--- config.mk ---
export PLATFORM = sky130hd
export DESIGN_NAME = csr_access_ctrl
export DESIGN_NICKNAME = d
export VERILOG_FILES = /design/src/rtl/csr_access_ctrl.sv
export SDC_FILE = /design/constraint.sdc
export NUM_CORES = 1
export LEC_CHECK = 0
export BUFFER_PORTS_ARGS = -buffer_cell sky130_fd_sc_hd__buf_2
export CAP_MARGIN = 20
export CORE_AREA = 2 2 149 151
export DETAILED_ROUTE_END_ITERATION = 16
export DIE_AREA = 0 0 151 153
export PLACE_DENSITY = 0.77
export SLEW_MARGIN = 40
export SYNTH_ARGS = -nofsm -noshare
export SYNTH_HDL_FRONTEND = slang
export SYNTH_SLANG_ARGS = --single-unit
--- constraint.sdc ---
create_clock -name clk -period 2.5 [get_ports clk]
set_input_delay 0.125 -clock clk [delete_from_list [all_inputs] [get_ports clk]]
set_output_delay 0.125 -clock clk [all_outputs]
set_load 0.005 [all_outputs]
--- src/rtl/csr_access_ctrl.sv ---
// csr_access_ctrl: read-modify-write sequencer for a bank of csr registers.
// Each request is read, merged (write/set/clear), strobed back and answered with the old value.
module csr_access_ctrl #(
   parameter int Width   = 32,
   parameter int NumRegs = 8,
   parameter int AddrW   = 4
) (
   input  logic                     clk,
   input  logic                     rst,
   input  logic                     req_valid_i,
   output logic                     req_ready_o,
   input  logic [1:0]               req_op_i,
   input  logic [AddrW-1:0]         req_addr_i,
   input  logic [Width-1:0]         req_data_i,
   output logic                     rsp_valid_o,
   input  logic                     rsp_ready_i,
   output logic [Width-1:0]         rsp_rdata_o,
   output logic                     rsp_err_o,
   output logic [NumRegs-1:0]       csr_wr_en_o,
   output logic [Width-1:0]         csr_wr_data_o,
   input  logic [NumRegs*Width-1:0] csr_rd_data_i,
   input  logic [NumRegs-1:0]       csr_rd_error_i,
   output logic [7:0]               err_count_o
);

   typedef enum logic [1:0] {
      IDLE,
      READ,
      WRITE,
      RESP
   } state_t;

   localparam logic [1:0] OpRw = 2'b01;
   localparam logic [1:0] OpRs = 2'b10;
   localparam logic [1:0] OpRc = 2'b11;
   localparam logic [AddrW:0] NumRegsW = (AddrW + 1)'(NumRegs);

   state_t state_q, state_d;

   logic [1:0]       op_q;
   logic [AddrW-1:0] addr_q;
   logic [Width-1:0] data_q;
   logic [Width-1:0] old_q;
   logic [Width-1:0] new_q;
   logic             ierr_q;
   logic             err_q;
   logic [7:0]       err_count_q;

   logic [Width-1:0] rd_sel;
   logic             ierr_sel;
   logic [Width-1:0] new_d;
   logic             addr_legal;
   logic             op_legal;
   logic             do_write;

   assign addr_legal = ({1'b0, addr_q} < NumRegsW);
   assign op_legal   = (op_q != 2'b00);

   // Mask-type ops with an empty mask would rewrite the same value, so they skip the strobe.
   assign do_write = op_legal && addr_legal && !ierr_q &&
                     !(((op_q == OpRs) || (op_q == OpRc)) && (data_q == '0));

   // Mux the addressed register's read data and integrity flag; illegal addresses select nothing.
   always_comb begin
      rd_sel   = '0;
      ierr_sel = 1'b0;
      for (int k = 0; k < NumRegs; k++) begin
         if (addr_q == AddrW'(k)) begin
            rd_sel   = csr_rd_data_i[k*Width +: Width];
            ierr_sel = csr_rd_error_i[k];
         end
      end
   end

   always_comb begin
      new_d = rd_sel;
      case (op_q)
         OpRw:    new_d = data_q;
         OpRs:    new_d = rd_sel | data_q;
         OpRc:    new_d = rd_sel & ~data_q;
         default: new_d = rd_sel;
      endcase
   end

   always_ff @(posedge clk) begin
      if (rst) begin
         state_q <= IDLE;
      end else begin
         state_q <= state_d;
      end
   end

   always_ff @(posedge clk) begin
      if (rst) begin
         op_q        <= '0;
         addr_q      <= '0;
         data_q      <= '0;
         old_q       <= '0;
         new_q       <= '0;
         ierr_q      <= 1'b0;
         err_q       <= 1'b0;
         err_count_q <= '0;
      end else begin
         case (state_q)
            IDLE: begin
               if (req_valid_i) begin
                  op_q   <= req_op_i;
                  addr_q <= req_addr_i;
                  data_q <= req_data_i;
               end
            end
            READ: begin
               old_q  <= addr_legal ? rd_sel : '0;
               new_q  <= new_d;
               ierr_q <= addr_legal && ierr_sel;
               err_q  <= !op_legal || !addr_legal || ierr_sel;
            end
            WRITE: begin
               if (ierr_q && (err_count_q != 8'hFF)) begin
                  err_count_q <= err_count_q + 8'd1;
               end
            end
            default: begin
            end
         endcase
      end
   end

   // Next state and all handshake/strobe outputs decode straight from the state register.
   always_comb begin
      state_d       = state_q;
      req_ready_o   = 1'b0;
      rsp_valid_o   = 1'b0;
      rsp_rdata_o   = '0;
      rsp_err_o     = 1'b0;
      csr_wr_en_o   = '0;
      csr_wr_data_o = '0;
      case (state_q)
         IDLE: begin
            req_ready_o = 1'b1;
            if (req_valid_i) begin
               state_d = READ;
            end
         end
         READ: begin
            state_d = WRITE;
         end
         WRITE: begin
            csr_wr_data_o = new_q;
            if (do_write) begin
               for (int k = 0; k < NumRegs; k++) begin
                  csr_wr_en_o[k] = (addr_q == AddrW'(k));
               end
            end
            state_d = RESP;
         end
         RESP: begin
            rsp_valid_o = 1'b1;
            rsp_rdata_o = old_q;
            rsp_err_o   = err_q;
            if (rsp_ready_i) begin
               state_d = IDLE;
            end
         end
         default: begin
            state_d = IDLE;
         end
      endcase
   end

   assign err_count_o = err_count_q;

endmodule

==> run summary <==
Initial Util -> 37.6%
pwr dens -> 847 nW/um^2
Min-Delay Path Class -> input port to register
Area Growth Syn to Fin -> 40.5%
status -> finished clean
Die ar. -> 23100 um^2
initial antenna violation count -> 4
crit path DAT -> 2.30 ns
crit-path max FO -> 5
Routed Antenna Nets -> 0
wirelength, routed -> 38500 um
Crit Path Category -> register to output pin
WHS Path Cells -> 3
IO buf count -> 388
Yosys Warn Count -> 0
Worst-Skew Late Latency -> 0.42 ns
Worst R2R Path Depth -> 8
final setup violating endpoints -> 0
RSZ-0062 raised after global routing -> false
CTS tree -> built
maximum capacitance violations -> 0
CTS root buffer -> clkbuf_16
crit end category -> output pin
post-route cell area -> 11300 um^2
syn_area_per_cell -> 7.22 um^2
Distinct cells, synth -> 54
EDFF count, synth -> 0
DRC errors left -> 0
area of the core -> 21500 um^2
share of flip-flops with an asynchronous set or reset -> 0%
largest net degree at the start of global routing -> 71
Post-Place Cells -> 1721
Yosys top cell area share -> 28.3%
Vias per Instance -> 5.65
dominant cell type by area after synthesis -> dfxtp_1
kind of start point of the critical path -> register
max frequency -> 413 MHz
DIE HEIGHT -> 153 um
CTS Buf Count -> 17
relative slew slack -> 50.0%
sequential element share of the synthesized area -> 28.3%
Critical Path RT -> 2.38 ns
# IOs -> 389
peak supply drop -> 0.562 mV
most numerous cell in the Yosys netlist -> nand2_1
gr usage total -> 32.1%
first-pass GRT wire length -> 56100 um
max-slew violation count -> 0
grt total ovfl -> 0
Slew @ Worst Pin -> 0.746 ns
Setup Skew -> 0.00878 ns
CTS clk-pin slew, worst paths -> 0.06 ns
Mapped Area -> 8070 um^2
Synth top cells by count -> nand2_1, dfxtp_1, a21oi_1
dpl cell area -> 10300 um^2
total negative slack -> 0 ns
Post-DP HPWL -> 30200 um
Wirelength per Cell -> 21.5 um
final cell count without fillers -> 1789
DRT iter0 DRCs -> 871
global placer's final weighted congestion -> 0.940
Die Wd -> 151 um
post-route clock period utilization -> 96.9%
most area-consuming cells after synthesis -> dfxtp_1, nand2_1, a21oi_1
Lkg Pwr -> 0.00501 uW
H-tree levels -> 4
vias in the first global route -> 9589
CTS Buffer Depth -> 2
Final nets -> 1805
Synth Instances -> 1118
Syn Nets -> 1429
row cnt -> 54
fraction of layout cells with a size suffix above 1 -> 32.2%
first-pass iteration count of the detailed router -> 5
Vias -> 10100
Final Hold Fails -> 0
Post-synth top flop -> dfxtp_1
Seq cells post-synth -> 114
clk sinks -> 114
crit path time final -> 2.42 ns
cell type report:
type / instances / area (um^2)
Inverter: 22 / 82.6
Tap cell: 280 / 350
Sequential cell: 114 / 2290
Timing Repair Buffer: 462 / 2650
Clock buffer: 20 / 447
Antenna cell: 3 / 7.51
Clock inverter: 11 / 209
Multi-Input combinational cell: 877 / 5310
Fill cell: 2147 / 10100
logic make-up (layout without fill, tap and decap cells):
group	after synthesis	in the layout	share of synthesized area (%)
simple gates	461	461	29.1
compound gates	348	348	26.5
buf+inv	127	515	6.71
flops	114	114	28.3
mux	42	42	6.29
xor+xnor	21	21	2.28
fa+ha+maj	5	5	0.775
other cells	0	3	0
worst paths after layout:
path	startpoint	end	slack (ns)
max reg2reg	state_q[1]$_SDFFE_PP0P_	new_q[6]$_SDFFE_PP0N_	0.17
min reg2reg	old_q[10]$_SDFFE_PP0N_	old_q[10]$_SDFFE_PP0N_	0.44
min	req_data_i[6]	data_q[6]$_SDFFE_PP0P_	0.003
max	data_q[26]$_SDFFE_PP0P_	csr_wr_en_o[1]	0.08
metrics by stage:
step / total power, uW / worst slack (ns) / utilization (%) / hold WS (ns)
3_5_place_dp: 6710 / 0.250 / 47.9 / 0.364
4_1_cts: 9530 / 0.000501 / 52.7 / 0.000103
2_1_floorplan: 5210 / 0.742 / - / 0.261
3_3_place_gp: 6640 / 0.295 / 47.9 / 0.363
6_report: 9610 / 0.0778 / 52.8 / 0.00332
5_1_grt: 10100 / 0.0187 / 52.8 / 0.00659
state kept, by name, indices dropped and copies added, names as in the netlist:
| name | cells |
|---|---|
| data_q | 32 |
| addr_q | 4 |
| ierr_q | 1 |
| new_q | 32 |
| old_q | 32 |
| err_q | 1 |
| state_q | 2 |
| op_q | 2 |
| err_count_o | 8 |
report_power, final:
group / switching, uW / internal, uW
Clock: 855 / 1880
Sequential: 517 / 2330
Combinational: 2420 / 1600
layer usage:
metal | global-route usage, % | wire (um)
met1 | 39.0 | 14600
met2 | 53.8 | 18300
met3 | 7.82 | 3990
met4 | 13.9 | 1590
met5 | 0 | 13
layout by cell type (no fill, tap or decap), types with 18 or more instances in the layout:
master	instances
buf_2	388
nand2_1	176
dfxtp_1	110
a21oi_1	90
o21ai_0	80
nor2_1	75
and2_1	66
o22ai_1	41
mux2i_1	35
buf_4	35
dlygate4sd3_1	34
o21a_1	31
nand4b_1	23
inv_1	22
nand3b_1	18
worst max-delay path, cell delays in order, from the launching register on:
cell	delay, ns
dfxtp_1	0.41
nor4_2	0.41
nand4_1	0.20
o31ai_4	0.39
nand2b_1	0.24
nor3_1	0.08
buf_2	0.15
repair_timing:
item,4_1_cts,5_1_grt
pin swaps,0,0
endpoints found under the hold margin,34,0
endpoints found under the setup margin,6,7
hold buffers,34,0
resized for setup,5,3
setup buffers,0,0
No activity file was read; power rests on OpenSTA's default activity.
